**src/rtl/ir_imm_decode.sv**
```systemverilog
// ir_imm_decode: instruction-register / decode stage feeding the 16-bit
// immediate extender. Accepts {instr, pc} over valid/ready, decodes the
// extension opcode (EOp) and whether the immediate is consumed, and presents
// the registered head entry downstream. A one-entry skid buffer keeps
// in_ready a pure flop while still sustaining one transfer per cycle.
//
// Optional feature: define IR_IMM_DECODE_FLUSH_EN to add a 'flush' input
// that empties both entries on the clock edge where it is high.
module ir_imm_decode #(
  parameter int PC_W = 32
) (
  input  logic            clk,
  input  logic            rst_n,
  input  logic            in_valid,
  output logic            in_ready,
  input  logic [31:0]     in_instr,
  input  logic [PC_W-1:0] in_pc,
  output logic            out_valid,
  input  logic            out_ready,
  output logic [15:0]     imm,
  output logic [1:0]      EOp,
  output logic [4:0]      rs,
  output logic [4:0]      rt,
  output logic [4:0]      rd,
  output logic [PC_W-1:0] pc_out,
  output logic            imm_used
`ifdef IR_IMM_DECODE_FLUSH_EN
  ,
  input  logic            flush
`endif
);

  // Occupancy states: EMPTY (nothing held), ONE (head only), FULL (head+skid)
  localparam logic [1:0] S_EMPTY = 2'd0;
  localparam logic [1:0] S_ONE   = 2'd1;
  localparam logic [1:0] S_FULL  = 2'd2;

  // MIPS primary opcodes that consume the extended immediate
  localparam logic [5:0] OP_ADDIU = 6'b001001;
  localparam logic [5:0] OP_LW    = 6'b100011;
  localparam logic [5:0] OP_SW    = 6'b101011;
  localparam logic [5:0] OP_ORI   = 6'b001101;
  localparam logic [5:0] OP_LUI   = 6'b001111;
  localparam logic [5:0] OP_BEQ   = 6'b000100;

  // Extender operation encodings
  localparam logic [1:0] EOP_SIGN   = 2'b00;
  localparam logic [1:0] EOP_ZERO   = 2'b01;
  localparam logic [1:0] EOP_UPPER  = 2'b10;
  localparam logic [1:0] EOP_BRANCH = 2'b11;

  logic [1:0]      state;
  logic [1:0]      state_nxt;
  logic            accept;
  logic            pop;
  logic            flush_now;
  logic            head_load_in;
  logic            head_load_skid;
  logic            skid_load;

  logic [1:0]      dec_eop;
  logic            dec_used;

  logic [15:0]     skid_imm;
  logic [1:0]      skid_eop;
  logic [4:0]      skid_rs;
  logic [4:0]      skid_rt;
  logic [4:0]      skid_rd;
  logic [PC_W-1:0] skid_pc;
  logic            skid_used;

`ifdef IR_IMM_DECODE_FLUSH_EN
  assign flush_now = flush;
`else
  assign flush_now = 1'b0;
`endif

  assign out_valid = (state != S_EMPTY);
  assign accept    = in_valid & in_ready;
  assign pop       = out_valid & out_ready;

  // Decode the incoming word so both head and skid store ready-made fields
  always_comb begin
    dec_eop  = EOP_SIGN;
    dec_used = 1'b0;
    case (in_instr[31:26])
      OP_ADDIU, OP_LW, OP_SW: begin
        dec_eop  = EOP_SIGN;
        dec_used = 1'b1;
      end
      OP_ORI: begin
        dec_eop  = EOP_ZERO;
        dec_used = 1'b1;
      end
      OP_LUI: begin
        dec_eop  = EOP_UPPER;
        dec_used = 1'b1;
      end
      OP_BEQ: begin
        dec_eop  = EOP_BRANCH;
        dec_used = 1'b1;
      end
      default: begin
        dec_eop  = EOP_SIGN;
        dec_used = 1'b0;
      end
    endcase
  end

  // Occupancy transitions; flush overrides any accept or pop
  always_comb begin
    state_nxt = state;
    case (state)
      S_EMPTY: begin
        if (accept) state_nxt = S_ONE;
      end
      S_ONE: begin
        if (accept && !pop)      state_nxt = S_FULL;
        else if (!accept && pop) state_nxt = S_EMPTY;
      end
      S_FULL: begin
        if (pop) state_nxt = S_ONE;
      end
      default: state_nxt = S_EMPTY;
    endcase
    if (flush_now) state_nxt = S_EMPTY;
  end

  // Which register captures what this cycle; a flush suppresses every write
  always_comb begin
    head_load_in   = 1'b0;
    head_load_skid = 1'b0;
    skid_load      = 1'b0;
    if (!flush_now) begin
      head_load_in   = accept && ((state == S_EMPTY) || ((state == S_ONE) && pop));
      head_load_skid = (state == S_FULL) && pop;
      skid_load      = accept && (state == S_ONE) && !pop;
    end
  end

  // State and registered upstream ready (low exactly while FULL)
  always_ff @(posedge clk or negedge rst_n) begin
    if (!rst_n) begin
      state    <= S_EMPTY;
      in_ready <= 1'b1;
    end else begin
      state    <= state_nxt;
      in_ready <= (state_nxt != S_FULL);
    end
  end

  // Head entry: drives the outputs, refilled from input or from the skid
  always_ff @(posedge clk or negedge rst_n) begin
    if (!rst_n) begin
      imm      <= '0;
      EOp      <= EOP_SIGN;
      rs       <= '0;
      rt       <= '0;
      rd       <= '0;
      pc_out   <= '0;
      imm_used <= 1'b0;
    end else if (head_load_in) begin
      imm      <= in_instr[15:0];
      EOp      <= dec_eop;
      rs       <= in_instr[25:21];
      rt       <= in_instr[20:16];
      rd       <= in_instr[15:11];
      pc_out   <= in_pc;
      imm_used <= dec_used;
    end else if (head_load_skid) begin
      imm      <= skid_imm;
      EOp      <= skid_eop;
      rs       <= skid_rs;
      rt       <= skid_rt;
      rd       <= skid_rd;
      pc_out   <= skid_pc;
      imm_used <= skid_used;
    end
  end

  // Skid entry: catches the word accepted while the head is stalled
  always_ff @(posedge clk or negedge rst_n) begin
    if (!rst_n) begin
      skid_imm  <= '0;
      skid_eop  <= EOP_SIGN;
      skid_rs   <= '0;
      skid_rt   <= '0;
      skid_rd   <= '0;
      skid_pc   <= '0;
      skid_used <= 1'b0;
    end else if (skid_load) begin
      skid_imm  <= in_instr[15:0];
      skid_eop  <= dec_eop;
      skid_rs   <= in_instr[25:21];
      skid_rt   <= in_instr[20:16];
      skid_rd   <= in_instr[15:11];
      skid_pc   <= in_pc;
      skid_used <= dec_used;
    end
  end

endmodule

```
**config.mk**
```make
export PLATFORM = sky130hd
export DESIGN_NAME = ir_imm_decode
export DESIGN_NICKNAME = d
export VERILOG_FILES = /design/src/rtl/ir_imm_decode.sv
export SDC_FILE = /design/constraint.sdc
export NUM_CORES = 1
export LEC_CHECK = 0
export CORE_ASPECT_RATIO = 1.5
export CORE_UTILIZATION = 39
export CTS_CLUSTER_SIZE = 14
export DETAILED_ROUTE_END_ITERATION = 8
export GPL_TIMING_DRIVEN = 0
export PLACE_DENSITY = 0.77
export SYNTH_ARGS = -nofsm -noshare
export SYNTH_HDL_FRONTEND = slang
export SYNTH_SLANG_ARGS = --single-unit
```
**constraint.sdc**
```tcl
create_clock -name clk -period 1.5 [get_ports clk]
set_clock_uncertainty 0.1 [all_clocks]
set_input_delay 0.3 -clock clk [delete_from_list [all_inputs] [get_ports clk]]
set_output_delay 0.3 -clock clk [all_outputs]
set_load 0.05 [all_outputs]
```
==> qor.yml <==
status: "finished with violations"
failed_checks: "setup timing"
hold_path.class: "input port to async pin"
grt.overflow.total: 0
max_freq_mhz: 577
worstReg2RegEnd: "skid_eop[0]"
start_util_pct: 40.3
rsz0062_at_grt: "true"
critical_path_buf_inv_count: 2
drtIter0Drc: 194
crit_slowest_cell: "dfstp_2"
syn_inst: 498
die_x_um: 96.9
area_growth_pct: 47.0
antenna_found_initial: 0
clk_latency_ns: 0.40
ant_nets: 0
vdd_drop_max_mv: 1.37
cp.required_ns: 1.69
drive_above_1_share_pct: 32.8
max_stage_delay_ns: 0.55
power.total_w: 0.0184
mostFrequentLayoutCell: "dfrtp_1"
gp_congestion: 0.789
multi_input_area_mm2: 0.00215
diodes: 0
tightest_slew_ns: 0.565
grt_util_all_layers_pct: 20.0
firstDrtPassIters: 4
max-cap-violations: 0
synth_top_family_by_area: "compound AO/OA/AOI/OAI gates"
reg2reg_depth: 6
finalSetupViolCount: 123
hpwl_mm: 9.37
synth_warnings: 0
yosysTopAreaCellShare_pct: 58.8
design_area_mm2: 0.00775
cp-end-kind: "register"
synth.area.mux_share_pct: 0.380
port-buffer-count: 135
synth_area_mm2: 0.00527
synth.distinct_cells: 32
path_class: "register to register"
rows: 51
cts_tree: "done"
die_h_um: 144
relSlewSlack_pct: 62.4
finalHoldViolCount: 0
syn_area_per_cell_um2: 10.6
num_io_pins: 136
final_cell_mix: "dfrtp_1, nand2_1, buf_2, clkdlybuf4s50_1"
min_period_ns: 1.73
setup_ws_ns: -0.234
cts.path.max_buffers: 2
report.final.slew_viol_count: 0
die_area_mm2: 0.0140
place_ws_ns: -0.827
avgViaCountPerCell: 5.21
nFillCells: 1085
grt_pass1_vias: 4447
synth_compound_area_share_pct: 19.1
drt-total-wl_mm: 14.5
cts.sinks: 125
cts-buffers-inserted: 17
design.core.area_mm2: 0.0131
ys_seq_area_share_pct: 59.3
ys_ff_latch: 125
post-route-util_pct: 59.3
grt_pass1_wl_mm: 21.9
yosys-top-cells-area: "dfrtp_1, nand2_1, a22o_1, a21o_1, buf_2"
rrSetupSlack_ns: -0.23
synth-xor-area-share_pct: 0.166
drc: 0
synth_fp_nets: 566
clk_pin_slew_ns: 0.06
h-tree-depth: 4
period_share_pct: 116
clockRootBuffer: "clkbuf_16"
crit_path_max_fanout: 8
cp.arrival_ns: 1.92
path_delay_family: "simple AND/OR/NAND/NOR gates"
vias: 4384
p_leak_nw: 4.13
yosysTopAreaCell: "dfrtp_1"
wl_per_cell_um: 17.2
nNetsFinal: 738
r2r_start: "in_ready"
worst_setup_path_start_kind: "register"
p_per_area_mw_per_mm2: 2380
worst_path_most_repeated_cell: "buf_12"
grt_start_max_net_pins: 106
place_area_mm2: 0.00688
path_cells: "nand2_4, or3b_4, buf_12, buf_12, nand2_2, o21ai_1"
seqCellArea_mm2: 0.00313
synth-simple-area-share_pct: 15.8
synthAdderAreaFrac_pct: 0
## registers in the layout, indices dropped and copies added (netlist names), 5 cells and up
name      flops
skid_rt       5
rt            5
imm          16
pc_out       32
skid_pc      32
skid_rs       5
skid_imm     16
rs            5
## worst reg2reg max path, delay by kind of cell (launching register included)
family / cells / cell delay (ns)
AO/OA/AOI/OAI: 1 / 0.07
buffers and inverters: 2 / 0.32
flip-flops: 1 / 0.55
AND/OR/NAND/NOR: 3 / 0.57
## cell type report
type,instances,area share (%)
inverters,1,0.0484
clock buffers,21,5.94
flip-flops and latches,125,40.4
plain buffers,38,4.82
repair buffers,154,17.0
multi-input cells,333,27.8
well taps,159,2.57
clock inverters,11,1.52
## metrics by stage
stage | setup TNS [ns] | hold slack, ns | instances
after floorplan | -26.22 | -0.0956 | 498
after global placement | -651.28 | 0.354 | 792
after detailed placement | -83.13 | 0.0630 | 793
after CTS | -14.74 | 0.200 | 835
after global routing | -25.96 | 0.218 | 842
final | -19.16 | 0.200 | 842
## cells in the mapped netlist
| master | instances |
|---|---|
| a211oi_1 | 2 |
| a21o_1 | 58 |
| a21oi_1 | 2 |
| a22o_1 | 58 |
| a31oi_1 | 2 |
| and3_1 | 2 |
| and3b_1 | 1 |
| buf_2 | 23 |
| buf_4 | 7 |
| buf_6 | 9 |
| dfrtp_1 | 124 |
| dfstp_2 | 1 |
| inv_1 | 1 |
| mux2i_1 | 2 |
| nand2_1 | 179 |
| nand2b_1 | 2 |
| nor2_1 | 6 |
| nor2_2 | 1 |
| nor2b_1 | 2 |
| nor2b_4 | 1 |
| nor3_1 | 1 |
| nor3_2 | 1 |
| nor3b_2 | 1 |
| nor4b_1 | 1 |
| o21ai_0 | 1 |
| o21ai_1 | 2 |
| o22ai_1 | 1 |
| o31ai_1 | 1 |
| or2_2 | 1 |
| or3_1 | 2 |
| or3b_1 | 2 |
| xor2_1 | 1 |
## worst max path at each step
stage	start	to	slack [ns]	depth (start not counted)
floorplan	in_ready	skid_eop[1]	-0.26	6
global placement	rst_n	pc_out[5]	-4.63	1
detailed placement	out_ready	skid_used	-0.83	5
CTS	in_ready	skid_eop[1]	-0.17	6
global route	state[0]	skid_eop[0]	-0.26	6
finish	in_ready	skid_eop[0]	-0.23	6
## cell families (layout without fill, tap and decap cells)
logic type / after synthesis / after routing
AO/OA/AOI/OAI: 127 / 127
multiplexers: 2 / 2
buffers and inverters: 40 / 225
XOR/XNOR: 1 / 1
AND/OR/NAND/NOR: 203 / 203
flip-flops: 125 / 125
## where the power goes
group	internal [W]	switching, W	total (W)
clock network	0.00252	0.00148	0.00400
logic	0.00301	0.00538	0.00839
registers	0.00495	0.00109	0.00604
## layer usage
metal	GRT usage [%]	up-vias	routed length (um)
met4	8.88	0	242
met2	35.7	137	7760
li1	-	2034	-
met5	0	-	0
met1	23.7	2192	5950
met3	3.38	21	523
## what timing repair did
item	CTS	global route
hold buffers	1	0
resized for setup	382	101
endpoints found under the hold margin	20	0
endpoints found under the setup margin	192	134
buffers inserted	9	3
pin swaps	1	22
gates cloned	1	4
Note: power is estimated with default switching activity, not from simulation.
==> RTL change (same settings) <==
The option `IR_IMM_DECODE_FLUSH_EN` is turned on by a define.
--- a/src/rtl/ir_imm_decode.sv
+++ b/src/rtl/ir_imm_decode.sv
@@ -6,6 +6,8 @@
 //
 // Optional feature: define IR_IMM_DECODE_FLUSH_EN to add a 'flush' input
 // that empties both entries on the clock edge where it is high.
+`define IR_IMM_DECODE_FLUSH_EN
+
 module ir_imm_decode #(
   parameter int PC_W = 32
 ) (
Interface: changed (added flush); port bits go from 136 to 137. The function was not compared with the original's and may differ.
==> RTL change against the unedited design <==
The flow finishes with violations (design-rule violations, negative setup slack); wire length up 6.6%; sequential cell count unchanged; total power down 23%; area after synthesis up 2.1%; core utilization up 2.4 points; fmax down 10%; setup slack worse by 0.19 ns; design area up 7.1%.
==> RTL change: results (changes against the unedited design) <==
[status]
status = finished, violations left
violations = design-rule violations, negative setup slack

[yosys]
ys_types = 36  ; +13%
ys_seq_area_frac = 0.5814  ; -0.01200
syn_area_per_cell_um2 = 12.15  ; +15%
muxShareOfSynthArea = 0.1590  ; +0.1552
synth-xor-area-share = 0.003254  ; +0.001594
synth_area_leaders = dfrtp_1, mux2_4, o22ai_1, o21ai_1, nand2_1
synth_compound_area_frac = 0.1425  ; -0.04897
synth_nets = 512  ; -9.5%

[drt]
route.detailed.drc = 9  ; +9
met2_length_um = 8339  ; +7.4%
viasPerCell = 5.342  ; +2.6%
wl_per_cell_um = 19.27  ; +12%
wl_met1_um = 6144  ; +3.3%
drt_iter0_drc = 171  ; -12%
drt_pass1_iterations = 7  ; +3
via_count = 4279  ; -2.4%
met3_length_um = 639  ; +22%

[timing]
setup_tns_ns = -46.07  ; -26.91 ns
finalWorstSetupSlack_ns = -0.4285  ; -0.1949 ns
slew-limit-headroom = 0.6258  ; +0.002282
setup_viol_count_final = 127  ; +3.3%

[global_routing]
grt_util_met3 = 0.04179  ; +0.007954
gr-usage-all-layers = 0.2145  ; +0.01452
grt_pass1_vias = 4687  ; +5.4%
grt_pass1_wl_um = 23950  ; +9.1%

[pwr]
power_switching_mw = 5.019  ; -37%
ir_drop_mv = 0.7617  ; -44%
clock_power_share = 0.302  ; +0.085
power.internal_mw = 9.084  ; -13%
top_power_group = sequential cells
pwr-share-comb = 0.346  ; -0.109

[place]
gp_congestion = 0.8167  ; +3.5%
post-place-cells = 742  ; -6.4%
numPortBuffers = 136  ; +0.74%

[clock_network]
postCtsSetupBuffers = 14  ; +5

[cells_and_area]
drive_above_1_share = 0.4757  ; +0.1478

[setup_path]
cp_top_family = compound AO/OA/AOI/OAI gates
r2r_cells = 7  ; +1
critPathArrivalTime_ns = 2.12  ; +0.20 ns
r2r-end = EOp[0]$_DFFE_PN0P_

==> RTL change: worst max-delay path by stage <==
stage | start | end | slack (ns) | cells after the start
final | in_ready$_DFF_PN1_ | EOp[0]$_DFFE_PN0P_ | -0.43 | 7
after CTS | state[1]$_DFF_PN0_ | out_valid | -0.39 | 2
after detailed placement | out_ready | pc_out[2]$_DFFE_PN0P_ | -0.91 | 7
after global routing | in_ready$_DFF_PN1_ | EOp[0]$_DFFE_PN0P_ | -0.48 | 7
after floorplan | in_ready$_DFF_PN1_ | skid_imm[0]$_DFFE_PN0P_ | -0.51 | 5
after global placement | rst_n | rs[1]$_DFFE_PN0P_ | -4.65 | 1
==> RTL change: area by class of cell <==
type / count / area, um^2
flip-flops and latches: 125 / 3131
multi-input cells: 279 / 2360
clock buffers: 22 / 484.2
inverters: 2 / 7.507
repair buffers: 168 / 1568
plain buffers: 33 / 416.7
clock inverters: 10 / 136.4
fillers: 1026 / 5162
well taps: 162 / 202.7
